`config.mk`:
```
export PLATFORM = sky130hd
export DESIGN_NAME = uart_brg
export DESIGN_NICKNAME = d
export VERILOG_FILES = /design/src/rtl/uart_pkg.sv /design/src/rtl/uart_baud_gen.sv /design/src/rtl/uart_brg.sv
export SDC_FILE = /design/constraint.sdc
export NUM_CORES = 1
export LEC_CHECK = 0
export ABC_CLOCK_PERIOD_IN_PS = 4750
export CAP_MARGIN = 5
export CORE_MARGIN = 3
export CORE_UTILIZATION = 44
export CTS_BUF_LIST = sky130_fd_sc_hd__clkbuf_2
export CTS_CLUSTER_SIZE = 12
export DETAILED_ROUTE_END_ITERATION = 10
export GPL_TIMING_DRIVEN = 1
export HOLD_SLACK_MARGIN = 0.08
export PLACE_DENSITY = 0.72
export SLEW_MARGIN = 0
export SYNTH_ARGS = -nofsm -noshare
export SYNTH_HDL_FRONTEND = slang
export SYNTH_SLANG_ARGS = --single-unit
export TNS_END_PERCENT = 100
```
`constraint.sdc`:
```
create_clock -name clk -period 4.75 [get_ports clk]
set_clock_uncertainty 0.15 [all_clocks]
set_input_delay 0.95 -clock clk [delete_from_list [all_inputs] [get_ports clk]]
set_output_delay 0.95 -clock clk [all_outputs]
set_load 0.05 [all_outputs]
```
`src/rtl/uart_pkg.sv`:
```
// uart_pkg: shared constants and state encoding for the uart_brg console UART.
//   OversampleRate - receiver oversample factor (rx_tick per bit time)
//   DataBits       - payload bits per 8N1 frame
//   uart_state_e   - common encoding for the TX and RX frame state machines
package uart_pkg;

  localparam int unsigned OversampleRate = 16;
  localparam int unsigned DataBits       = 8;

  typedef enum logic [1:0] {
    StIdle,
    StStart,
    StData,
    StStop
  } uart_state_e;

endpackage

```
`src/rtl/uart_baud_gen.sv`:
```
// uart_baud_gen: free-running baud-rate tick generator.
//   clk     - system clock
//   reset   - asynchronous active-low reset
//   rx_tick - one-cycle pulse every RX_DIV clocks (16x oversample rate)
//   tx_tick - one-cycle pulse on every 16th rx_tick (bit rate)
// RX_DIV = 0 derives the divider from CLK_HZ/(BAUD*16), rounded to nearest.
module uart_baud_gen
  import uart_pkg::*;
#(
  parameter int unsigned CLK_HZ = 50_000_000,
  parameter int unsigned BAUD   = 9600,
  parameter int unsigned RX_DIV = (CLK_HZ + BAUD * 8) / (BAUD * 16)
) (
  input  logic clk,
  input  logic reset,
  output logic rx_tick,
  output logic tx_tick
);

  localparam int unsigned Div     = (RX_DIV != 0) ? RX_DIV : (CLK_HZ + BAUD * 8) / (BAUD * 16);
  localparam int unsigned DivW    = (Div > 1) ? $clog2(Div) : 1;
  localparam int unsigned OsCntW  = $clog2(OversampleRate);

  logic [DivW-1:0]   rx_cnt_q;
  logic [OsCntW-1:0] os_cnt_q;
  logic              rx_wrap;

  assign rx_wrap = (rx_cnt_q == DivW'(Div - 1));
  assign rx_tick = rx_wrap;
  assign tx_tick = rx_wrap && (os_cnt_q == OsCntW'(OversampleRate - 1));

  always_ff @(posedge clk or negedge reset) begin
    if (!reset) begin
      rx_cnt_q <= '0;
      os_cnt_q <= '0;
    end else if (rx_wrap) begin
      rx_cnt_q <= '0;
      os_cnt_q <= os_cnt_q + 1'b1;
    end else begin
      rx_cnt_q <= rx_cnt_q + 1'b1;
    end
  end

endmodule

```
`src/rtl/uart_brg.sv`:
```
// uart_brg: 8N1 console UART with integrated baud-rate generator.
//   clk      - system clock, all state on its rising edge
//   reset    - asynchronous active-low reset
//   tx_req   - host requests transmission of tx_data (four-phase with tx_ack)
//   tx_data  - byte to send, stable while tx_req=1
//   tx_ack   - byte latched; held until tx_req drops
//   tx_empty - transmitter idle: nothing pending and stop bit finished
//   rx_req   - host requests the received byte (four-phase with rx_ack)
//   rx_ack   - byte handed over; held until rx_req drops
//   rx_data  - last valid received byte
//   rx_empty - 1 when the holding register has no unread byte
//   rx_in    - asynchronous serial input, idle high
//   tx_out   - serial output, idle high
module uart_brg
  import uart_pkg::*;
#(
  parameter int unsigned CLK_HZ = 50_000_000,
  parameter int unsigned BAUD   = 9600,
  parameter int unsigned RX_DIV = (CLK_HZ + BAUD * 8) / (BAUD * 16)
) (
  input  logic                clk,
  input  logic                reset,
  input  logic                tx_req,
  input  logic [DataBits-1:0] tx_data,
  output logic                tx_ack,
  output logic                tx_empty,
  input  logic                rx_req,
  output logic                rx_ack,
  output logic [DataBits-1:0] rx_data,
  output logic                rx_empty,
  input  logic                rx_in,
  output logic                tx_out
);

  localparam int unsigned BitCntW = $clog2(DataBits);
  localparam int unsigned OsCntW  = $clog2(OversampleRate);

  logic rx_tick;
  logic tx_tick;

  uart_baud_gen #(
    .CLK_HZ (CLK_HZ),
    .BAUD   (BAUD),
    .RX_DIV (RX_DIV)
  ) u_baud_gen (
    .clk     (clk),
    .reset   (reset),
    .rx_tick (rx_tick),
    .tx_tick (tx_tick)
  );

  // ---------------------------------------------------------------------------
  // Transmitter
  // ---------------------------------------------------------------------------
  uart_state_e         tx_state_q;
  logic [DataBits-1:0] tx_shift_q;
  logic [BitCntW-1:0]  tx_bit_cnt_q;
  logic                tx_out_q;
  logic                tx_ack_q;
  logic                tx_empty_q;

  // In StIdle, tx_empty_q=0 marks a latched byte waiting for the next bit boundary.
  always_ff @(posedge clk or negedge reset) begin
    if (!reset) begin
      tx_state_q   <= StIdle;
      tx_shift_q   <= '0;
      tx_bit_cnt_q <= '0;
      tx_out_q     <= 1'b1;
      tx_ack_q     <= 1'b0;
      tx_empty_q   <= 1'b1;
    end else begin
      if (tx_ack_q && !tx_req) begin
        tx_ack_q <= 1'b0;
      end
      unique case (tx_state_q)
        StIdle: begin
          if (tx_empty_q) begin
            if (tx_req && !tx_ack_q) begin
              tx_shift_q <= tx_data;
              tx_ack_q   <= 1'b1;
              tx_empty_q <= 1'b0;
            end
          end else if (tx_tick) begin
            tx_state_q <= StStart;
            tx_out_q   <= 1'b0;
          end
        end
        StStart: begin
          if (tx_tick) begin
            tx_state_q   <= StData;
            tx_out_q     <= tx_shift_q[0];
            tx_shift_q   <= tx_shift_q >> 1;
            tx_bit_cnt_q <= '0;
          end
        end
        StData: begin
          if (tx_tick) begin
            if (tx_bit_cnt_q == BitCntW'(DataBits - 1)) begin
              tx_state_q <= StStop;
              tx_out_q   <= 1'b1;
            end else begin
              tx_out_q     <= tx_shift_q[0];
              tx_shift_q   <= tx_shift_q >> 1;
              tx_bit_cnt_q <= tx_bit_cnt_q + 1'b1;
            end
          end
        end
        StStop: begin
          if (tx_tick) begin
            tx_state_q <= StIdle;
            tx_empty_q <= 1'b1;
          end
        end
        default: tx_state_q <= StIdle;
      endcase
    end
  end

  assign tx_out   = tx_out_q;
  assign tx_ack   = tx_ack_q;
  assign tx_empty = tx_empty_q;

  // ---------------------------------------------------------------------------
  // Receiver
  // ---------------------------------------------------------------------------
  logic [1:0]          rx_sync_q;
  logic                rx_s;
  uart_state_e         rx_state_q;
  logic [OsCntW-1:0]   rx_os_cnt_q;
  logic [BitCntW-1:0]  rx_bit_cnt_q;
  logic [DataBits-1:0] rx_shift_q;
  logic [DataBits-1:0] rx_data_q;
  logic                rx_ack_q;
  logic                rx_empty_q;

  // Two-flop synchronizer; resets to the idle-high line level.
  always_ff @(posedge clk or negedge reset) begin
    if (!reset) begin
      rx_sync_q <= 2'b11;
    end else begin
      rx_sync_q <= {rx_sync_q[0], rx_in};
    end
  end

  assign rx_s = rx_sync_q[1];

  // Host handshake is evaluated first so that a frame completing on the same
  // edge overrides rx_empty_q and leaves the new byte marked unread.
  always_ff @(posedge clk or negedge reset) begin
    if (!reset) begin
      rx_state_q   <= StIdle;
      rx_os_cnt_q  <= '0;
      rx_bit_cnt_q <= '0;
      rx_shift_q   <= '0;
      rx_data_q    <= '0;
      rx_ack_q     <= 1'b0;
      rx_empty_q   <= 1'b1;
    end else begin
      if (rx_ack_q && !rx_req) begin
        rx_ack_q <= 1'b0;
      end else if (rx_req && !rx_empty_q && !rx_ack_q) begin
        rx_ack_q   <= 1'b1;
        rx_empty_q <= 1'b1;
      end
      unique case (rx_state_q)
        StIdle: begin
          if (!rx_s) begin
            rx_state_q  <= StStart;
            rx_os_cnt_q <= '0;
          end
        end
        StStart: begin
          if (rx_tick) begin
            // Half a bit in: a line that has gone high again was a glitch.
            if (rx_os_cnt_q == OsCntW'(OversampleRate / 2 - 1)) begin
              rx_os_cnt_q  <= '0;
              rx_bit_cnt_q <= '0;
              rx_state_q   <= rx_s ? StIdle : StData;
            end else begin
              rx_os_cnt_q <= rx_os_cnt_q + 1'b1;
            end
          end
        end
        StData: begin
          if (rx_tick) begin
            rx_os_cnt_q <= rx_os_cnt_q + 1'b1;
            if (rx_os_cnt_q == OsCntW'(OversampleRate - 1)) begin
              rx_shift_q <= {rx_s, rx_shift_q[DataBits-1:1]};
              if (rx_bit_cnt_q == BitCntW'(DataBits - 1)) begin
                rx_state_q <= StStop;
              end else begin
                rx_bit_cnt_q <= rx_bit_cnt_q + 1'b1;
              end
            end
          end
        end
        StStop: begin
          if (rx_tick) begin
            rx_os_cnt_q <= rx_os_cnt_q + 1'b1;
            if (rx_os_cnt_q == OsCntW'(OversampleRate - 1)) begin
              rx_state_q <= StIdle;
              // A low stop bit is a framing error: the byte is dropped silently.
              if (rx_s) begin
                rx_data_q  <= rx_shift_q;
                rx_empty_q <= 1'b0;
              end
            end
          end
        end
        default: rx_state_q <= StIdle;
      endcase
    end
  end

  assign rx_data  = rx_data_q;
  assign rx_ack   = rx_ack_q;
  assign rx_empty = rx_empty_q;

endmodule

```
==> flow_summary.json, run 1 <==
{
  "syn_area_um2": 2820,
  "synth-adder-area-share": 0.0576,
  "start_kind": "flip-flop",
  "grt_antenna_before_repair": 0,
  "max_freq_mhz": 336,
  "cts_tree": "done",
  "clock_sinks": 58,
  "start_util": 0.466,
  "yosys_register_bits": 58,
  "grt_pass1_wl_mm": 8.51,
  "drt_iter0_markers": 91,
  "place_inst": 327,
  "post_cts_buffers": 0,
  "overflow": 0,
  "die_h_um": 86.1,
  "core-area_um2": 6060,
  "dr.pass1.iters": 4,
  "num_vias": 1828,
  "antenna_cells": 0,
  "avgSynthCellArea_um2": 12.1,
  "die_w_um": 86.1,
  "synth_xor_area_frac": 0.0279,
  "power.switching_uw": 203,
  "cpPeakStageDelay_ps": 800,
  "rsz0062_at_grt": "no",
  "p_seq_frac": 0.530,
  "ys_types": 52,
  "drive_above_1_share": 0.231,
  "track_usage": 0.147,
  "ir_drop_uv": 198,
  "p_comb_frac": 0.029,
  "wl_per_cell_um": 14.4,
  "slowest_stage": "clkdlybuf4s50_1",
  "yosysSeqAreaShare": 0.516,
  "synthesis.nets": 259,
  "cts_buffers": 9,
  "async_reset_ff_frac": 1.00,
  "fin_crit_sh": 0.626,
  "grt_pass1_vias": 1850,
  "post_cts_resize_count": 0,
  "tightest_slew_ps": 621,
  "dieArea_um2": 7410,
  "crit_type": "reg -> out",
  "slew_viol_final": 0,
  "drc": 0,
  "hold_class": "in -> async",
  "power_density_nw_per_um2": 287,
  "grt_max_degree": 48,
  "synth_edf_count": 0,
  "vias_per_cell": 5.33,
  "area_growth_pct": 16.8,
  "timing.setup.tns_ps": 0,
  "rrSetupSlack_ps": 2410,
  "ios": 26,
  "clk-insertion-delay-late_ps": 480,
  "synth_compound_area_frac": 0.0727,
  "fp-row-count": 28,
  "crit_fanout": 5,
  "crit_buf_inv": 1,
  "io_buffers": 25,
  "rr_endpoint": "tx_shift_q[5]",
  "outcome": "complete, no violations",
  "crit_path_cell_trace": "clkdlybuf4s50_1",
  "finalSetupViolCount": 0,
  "synth.area.mux_share": 0.153,
  "cts.path.max_buffers": 2,
  "gp_congestion": 0.760,
  "synth_top_family_by_area": "multiplexers",
  "hold_buffers": 0,
  "relSlewSlack": 0.585,
  "netlist_instances": 233,
  "totalPowerFinal_uw": 947,
  "instances_no_fill": 343,
  "path_clk_slew_ps": 170,
  "p_leak_uw": 0.00150,
  "hold_violations": 0,
  "r2r-start": "tx_bit_cnt_q[0]",
  "maxCapViolations": 0,
  "arrival_ps": 1870,
  "htree_levels": 3,
  "nNetsFinal": 289,
  "cts-root-buf": "clkbuf_2",
  "pwr-share-clk": 0.441,
  "required_ps": 3650,
  "r2r_cells": 5,
  "synth-simple-area-share": 0.149,
  "period_needed_ps": 2970,
  "ant_nets": 0,
  "synth_flop_cell": "dfrtp_1",
  "drt_wl_total_mm": 4.93,
  "power.internal_uw": 744,
  "hpwl_mm": 3.37,
  "yosys_warnings": 0,
  "end_kind": "primary output",
  "swShare": 0.214,
  "crit_cells": 1,
  "crit_family": "buffers and inverters"
}
-- metrics by stage --
stage               utilization  worst slack (ps)  hold slack, ps  area (um^2)
global placement          0.518              1850             196         3140
floorplan                     -              2490             195         2820
finish                    0.544              1780             171         3300
detailed placement        0.518              1820             197         3140
CTS                       0.544              1770             169         3300
global route              0.544              1700             143         3300
-- state kept, by name, indices dropped and copies added, names as in the netlist, named ones only --
register             count
tx_empty                 1
u_baud_gen.rx_cnt_q      9
tx_out                   1
rx_sync_q                2
rx_data                  8
rx_state_q               1
tx_ack                   1
rx_bit_cnt_q             3
tx_shift_q               8
tx_bit_cnt_q             3
rx_shift_q               8
rx_ack                   1
tx_state_q               2
u_baud_gen.os_cnt_q      4
rx_empty                 1
rx_os_cnt_q              4
-- cell usage in the layout (no fill, tap or decap), drive strengths merged, types with 4 or more instances in the layout --
master	instances
dfrtp	53
mux2	33
clkdlybuf4s50	24
nand2	15
nor2	13
ha	13
clkbuf	11
inv	10
nand3	10
nand4	9
xnor2	7
a21oi	6
dfstp	5
or2	4
-- power groups by stage --
| stage | logic, uW | clock network (uW) | registers (uW) |
|---|---|---|---|
| 2_1_floorplan | 7.12 | 0 | 510 |
| 3_3_place_gp | 27.5 | 0 | 510 |
| 3_5_place_dp | 28.0 | 0 | 510 |
| 4_1_cts | 28.0 | 424 | 502 |
| 5_1_grt | 31.0 | 451 | 503 |
| 6_report | 27.3 | 418 | 502 |
-- per-layer routing --
layer	GRT usage	vias to the layer above	share of wire
li1	-	903	-
met1	0.194	893	0.48
met2	0.224	22	0.47
met3	0.0375	10	0.028
met4	0.0748	0	0.022
met5	0	-	0
-- cell families after synthesis --
| family | after synthesis |
|---|---|
| AOI/OAI and AO/OA | 28 |
| DFF | 58 |
| and+or+nand+nor | 72 |
| xor gates and xnor gates | 9 |
| adders and majority gates | 13 |
| buffers and inverters | 17 |
| muxes | 36 |
-- cell usage after synthesis, types with 4 or more instances --
cell      number  area (um^2)
mux2_4         8          120
dfstp_2        5          131
xnor2_1        7         61.3
inv_1         10         37.5
nor2_1        13         48.8
mux2_1         5         56.3
mux2_2        20          225
ha_1          13          163
clkbuf_1       4         15.0
a21oi_1        5         25.0
dfrtp_1       53         1330
nand3_1        9         45.0
nand4_1        9         56.3
nand2_1       14         52.6
-- how the worst max path moves through the flow --
stage	to	slack [ps]	start
after global placement	tx_shift_q[2]	1850	tx_req
after floorplan	tx_shift_q[0]	2490	tx_req
after CTS	tx_empty	1770	tx_empty
after global routing	rx_empty	1700	rx_empty
after detailed placement	tx_shift_q[6]	1820	tx_req
final	tx_empty	1780	tx_empty
-- area by class of cell --
class	instances	area, um^2
fill	499	2760
sequential	58	1460
multi-input combinational	158	1300
timing repair buffer	26	253
clock inverter	5	103
tap	75	93.8
clock buffer	11	55.1
inverter	10	37.5
Power figures use the tool's default switching activity.
==> inputs of run 2 (changes only) <==
--- a/config.mk
+++ b/config.mk
@@ -5,7 +5,7 @@
 export SDC_FILE = /design/constraint.sdc
 export NUM_CORES = 1
 export LEC_CHECK = 0
-export ABC_CLOCK_PERIOD_IN_PS = 4750
+export ABC_CLOCK_PERIOD_IN_PS = 2570
 export CAP_MARGIN = 5
 export CORE_MARGIN = 3
 export CORE_UTILIZATION = 44
@@ -14,7 +14,7 @@
 export DETAILED_ROUTE_END_ITERATION = 10
 export GPL_TIMING_DRIVEN = 1
 export HOLD_SLACK_MARGIN = 0.08
-export PLACE_DENSITY = 0.72
+export PLACE_DENSITY = 0.74
 export SLEW_MARGIN = 0
 export SYNTH_ARGS = -nofsm -noshare
 export SYNTH_HDL_FRONTEND = slang
==> constraint.sdc (replaced) <==
create_clock -name clk -period 2.57 [get_ports clk]
set_clock_uncertainty 0.15 [all_clocks]
set_input_delay 0.514 -clock clk [delete_from_list [all_inputs] [get_ports clk]]
set_output_delay 0.514 -clock clk [all_outputs]
set_load 0.05 [all_outputs]
==> run 2 against run 1 <==
Routed wire length is 4.1% lower. Sequential share of layout area shrank 0.43 points. Non-clock buffer count rose by 5. Worst setup slack worse by 1700 ps. Critical path depth unchanged. Register-to-register slack lost 2100 ps. Clock power is 60% higher.
==> flow_summary.json, run 2 (synthesis results as in run 1) <==
{
  "outcome": "complete, no violations",
  "wl_met2_mm": 2.22,
  "arrival_ps": 1830,
  "clk-insertion-delay-late_ps": 460,
  "vias_per_cell": 5.37,
  "dr.pass1.iters": 4,
  "ios": 26,
  "io_buffers": 25,
  "pwr-share-clk": 0.405,
  "slew_viol_final": 0,
  "end_kind": "primary output",
  "hpwl_mm": 3.41,
  "grt_pass1_wl_mm": 8.28,
  "die_h_um": 86.1,
  "mostFrequentLayoutCells": "dfrtp_1, clkdlybuf4s50_1, mux2_2",
  "crit_buf_inv": 1,
  "drive_above_1_share": 0.242,
  "grt_max_degree": 37,
  "slowest_stage": "clkdlybuf4s50_1",
  "tightest_slew_ps": 541,
  "crit_type": "reg -> out",
  "grt_antenna_before_repair": 0,
  "wl_per_cell_um": 13.6,
  "cts-root-buf": "clkbuf_2",
  "gp_congestion": 0.788,
  "hold_violations": 0,
  "final_common_cell": "dfrtp_1",
  "grt_pass1_vias": 1833,
  "wl_met3_um": 123,
  "crit_path_cell_trace": "clkdlybuf4s50_1",
  "p_leak_uw": 0.00152,
  "regMostFlops": "u_baud_gen.rx_cnt_q",
  "wl_met1_mm": 2.28,
  "die_w_um": 86.1,
  "power.internal_uw": 1270,
  "cts.path.max_buffers": 2,
  "fp-row-count": 28,
  "cts_buffers": 9,
  "relSlewSlack": 0.639,
  "period_needed_ps": 2490,
  "num_vias": 1870,
  "ant_nets": 0,
  "crit_family": "buffers and inverters",
  "fin_crit_sh": 0.969,
  "rsz0062_at_grt": "no",
  "timing.setup.tns_ps": 0,
  "p_seq_frac": 0.563,
  "hold_class": "reg -> reg",
  "track_usage": 0.140,
  "start_kind": "flip-flop",
  "overflow": 0,
  "antenna_cells": 0,
  "area_growth_pct": 18.0,
  "swShare": 0.228,
  "p_comb_frac": 0.032,
  "largest_reg_flops": 9,
  "drt_iter0_markers": 88,
  "n_fill_cell": 509,
  "layout_setup_ws_ps": 79.6,
  "cts_tree": "done",
  "finalSetupViolCount": 0,
  "placed_area_um2": 3180,
  "htree_levels": 3,
  "drc": 0,
  "required_ps": 1910,
  "nNetsFinal": 294,
  "maxCapViolations": 0,
  "dieArea_um2": 7410,
  "top_layer": "met4",
  "start_util": 0.466,
  "max_freq_mhz": 402,
  "clock_sinks": 58,
  "ir_drop_uv": 318,
  "power_density_nw_per_um2": 494,
  "path_clk_slew_ps": 180,
  "power.switching_uw": 376,
  "drt_wl_total_mm": 4.73,
  "pre_cts_ws_ps": 210,
  "cpPeakStageDelay_ps": 800,
  "fin_area_um2": 3330,
  "core-area_um2": 6060,
  "crit_fanout": 3
}
==> run 2: routing by layer <==
layer,vias to the layer above,global-route usage
met4,0,0.0835
met1,929,0.191
met5,-,0
met3,9,0.0298
li1,906,-
met2,26,0.206
==> run 2: final timing paths <==
check / startpoint / endpoint / slack (ps) / cells past startpoint
min in group asynchronous: reset / rx_os_cnt_q[1] / 380 / 2
setup reg to reg: tx_state_q[0] / tx_state_q[1] / 360 / 6
setup / recovery: rx_empty / rx_empty / 80 / 1
max in group asynchronous: reset / rx_empty / 1240 / 3
hold reg to reg: rx_sync_q[0] / rx_sync_q[1] / 220 / 0
hold / removal: rx_sync_q[0] / rx_sync_q[1] / 220 / 0
==> run 2: area by class of cell <==
class,count,area (um^2),share of cell area
Sequential cell,58,1460,0.437
Multi-Input combinational cell,158,1300,0.390
Timing Repair Buffer,31,304,0.0913
Clock inverter,7,93.8,0.0282
Tap cell,75,93.8,0.0282
Clock buffer,9,45.0,0.0135
Inverter,10,37.5,0.0113
==> run 2: timing repair <==
item,in CTS,in global routing
setup endpoints to repair,1,0
buffers inserted,0,0
hold buffers,1,0
gates resized for setup,1,0
endpoints found under the hold margin,20,0
==> run 2: stage by stage <==
| stage | util | std cells | power, uW | hold slack, ps |
|---|---|---|---|---|
| after floorplan | - | 233 | 955 | 68.4 |
| after global placement | 0.525 | 331 | 996 | 196 |
| after detailed placement | 0.525 | 331 | 997 | 198 |
| after CTS | 0.550 | 348 | 1670 | 221 |
| after global routing | 0.550 | 348 | 1710 | 217 |
| final | 0.550 | 348 | 1650 | 219 |
==> run 2: power groups by stage <==
stage	Clock [uW]	Sequential, uW	Combinational [uW]
2_1_floorplan	0	942	13.2
3_3_place_gp	0	943	53.4
3_5_place_dp	0	943	54.2
4_1_cts	688	927	55.6
5_1_grt	725	929	60.5
6_report	668	927	53.2
==> inputs of run 3 (changes only) <==
--- a/config.mk
+++ b/config.mk
@@ -13,7 +13,6 @@
 export CTS_CLUSTER_SIZE = 12
 export DETAILED_ROUTE_END_ITERATION = 10
 export GPL_TIMING_DRIVEN = 1
-export HOLD_SLACK_MARGIN = 0.08
 export PLACE_DENSITY = 0.74
 export SLEW_MARGIN = 0
 export SYNTH_ARGS = -nofsm -noshare
==> constraint.sdc (replaced) <==
create_clock -name clk -period 2.57 [get_ports clk]
set_clock_uncertainty 0.15 [all_clocks]
set_input_delay 0.6425 -clock clk [delete_from_list [all_inputs] [get_ports clk]]
set_output_delay 0.6425 -clock clk [all_outputs]
set_load 0.05 [all_outputs]
==> run 3 against run 2 <==
Hold slack lost 22 ps. Cell area about the same. Power decreased by 1.3%. Highest routed layer unchanged. Critical path type unchanged.
==> flow_summary.json, run 3 (synthesis results as in run 1) <==
{
  "drt_wl_total_mm": 4.90,
  "layout_setup_ws_ps": 70.6,
  "crit_buf_inv": 1,
  "num_vias": 1866,
  "multi_input_area_um2": 1300,
  "hold_class": "reg -> reg",
  "start_kind": "flip-flop",
  "crit_path_cell_trace": "clkdlybuf4s50_1",
  "post_cts_buffers": 0,
  "n_fill_cell": 522,
  "arrival_ps": 1710,
  "finalSetupViolCount": 0,
  "cts_buffers": 9,
  "max_freq_mhz": 400,
  "gp_congestion": 0.804,
  "place_inst": 332,
  "timing.hold.ws_ps": 197,
  "maxCapViolations": 0,
  "slowest_stage": "clkdlybuf4s50_1",
  "drive_above_1_share": 0.241,
  "instances_no_fill": 349,
  "wl_per_cell_um": 14.0,
  "cts.path.max_buffers": 2,
  "htree_levels": 3,
  "hold_violations": 0,
  "pre_cts_ws_ps": 106,
  "timing.setup.tns_ps": 0,
  "clk-insertion-delay-late_ps": 480,
  "clock_sinks": 58,
  "grt_max_degree": 59,
  "fp-row-count": 28,
  "ios": 26,
  "cpPeakStageDelay_ps": 820,
  "ant_nets": 0,
  "crit_type": "reg -> out",
  "wl_met2_mm": 2.33,
  "cts_tree": "done",
  "period_needed_ps": 2500,
  "fin_crit_sh": 0.973,
  "antenna_cells": 0,
  "end_kind": "primary output",
  "p_leak_uw": 0.00155,
  "grt_pass1_wl_mm": 8.69,
  "top_layer": "met4",
  "overflow": 0,
  "wl_met1_mm": 2.31,
  "relSlewSlack": 0.665,
  "wl_met3_um": 139,
  "hpwl_mm": 3.41,
  "rsz0062_at_grt": "no",
  "io_buffers": 25,
  "core-area_um2": 6060,
  "required_ps": 1780,
  "regMostFlops": "u_baud_gen.rx_cnt_q",
  "drc": 0,
  "outcome": "complete, no violations",
  "die_w_um": 86.1,
  "dr.pass1.iters": 4,
  "dieArea_um2": 7410,
  "crit_family": "buffers and inverters",
  "largest_reg_flops": 9,
  "area_growth_pct": 17.9,
  "cts-root-buf": "clkbuf_2",
  "drt_iter0_markers": 91,
  "start_util": 0.466,
  "track_usage": 0.150,
  "final_common_cell": "dfrtp_1",
  "grt_antenna_before_repair": 0,
  "path_clk_slew_ps": 180,
  "slew_viol_final": 0,
  "grt_pass1_vias": 1875,
  "mostFrequentLayoutCells": "dfrtp_1, mux2_2, clkdlybuf4s50_1",
  "die_h_um": 86.1,
  "ir_drop_uv": 273,
  "rrSetupSlack_ps": 400,
  "crit_fanout": 4,
  "tightest_slew_ps": 501,
  "nNetsFinal": 295,
  "ff_latch_area_um2": 1460,
  "power_density_nw_per_um2": 488,
  "vias_per_cell": 5.35
}
-- run 3: changes by cell type in the layout (fill, tap and decap cells not counted), sizes merged --
cell           delta
clkinv            +2
clkinvlp          -2
dlygate4sd2       +2
dlymetal6s2s      +1
buf               +1
clkdlybuf4s50     -3
-- run 3: area by class of cell --
class	count	share of cell area
Sequential cell	58	0.438
Clock inverter	7	0.0252
Inverter	10	0.0113
Clock buffer	9	0.0135
Tap cell	75	0.0282
Timing Repair Buffer	32	0.0936
Multi-Input combinational cell	158	0.390
-- run 3: final timing paths --
path / depth (start not counted) / startpoint / to
worst max register to register: 6 / u_baud_gen.rx_cnt_q[1] / tx_state_q[1]
worst min register to register: 0 / rx_sync_q[0] / rx_sync_q[1]
worst min-delay path: 0 / rx_sync_q[0] / rx_sync_q[1]
worst max-delay path: 1 / tx_ack / tx_ack
max in group asynchronous: 3 / reset / rx_sync_q[0]
min in group asynchronous: 3 / reset / rx_data[3]
-- run 3: per-layer routing --
| layer | vias up | track usage |
|---|---|---|
| met5 | - | 0 |
| li1 | 916 | - |
| met3 | 11 | 0.0327 |
| met2 | 24 | 0.224 |
| met4 | 0 | 0.0863 |
| met1 | 915 | 0.201 |
-- run 3: metrics by stage --
step | power (uW) | utilization | cell area, um^2
after floorplan | 955 | - | 2820
after global placement | 997 | 0.527 | 3190
after detailed placement | 998 | 0.527 | 3190
after CTS | 1650 | 0.549 | 3330
after global routing | 1700 | 0.549 | 3330
final | 1630 | 0.549 | 3330
-- run 3: what timing repair did --
item / 4_1_cts / 5_1_grt
cloned: 0 / 0
endpoints found under the hold margin: 39 / 0
hold buffers: 1 / 0
resized for setup: 3 / 1
setup endpoints to repair: 3 / 1
-- run 3: power breakdown --
group | switching (uW) | internal (uW) | total, uW
registers | 4.28 | 923 | 927
clock network | 332 | 313 | 645
logic | 24.4 | 29.2 | 53.6
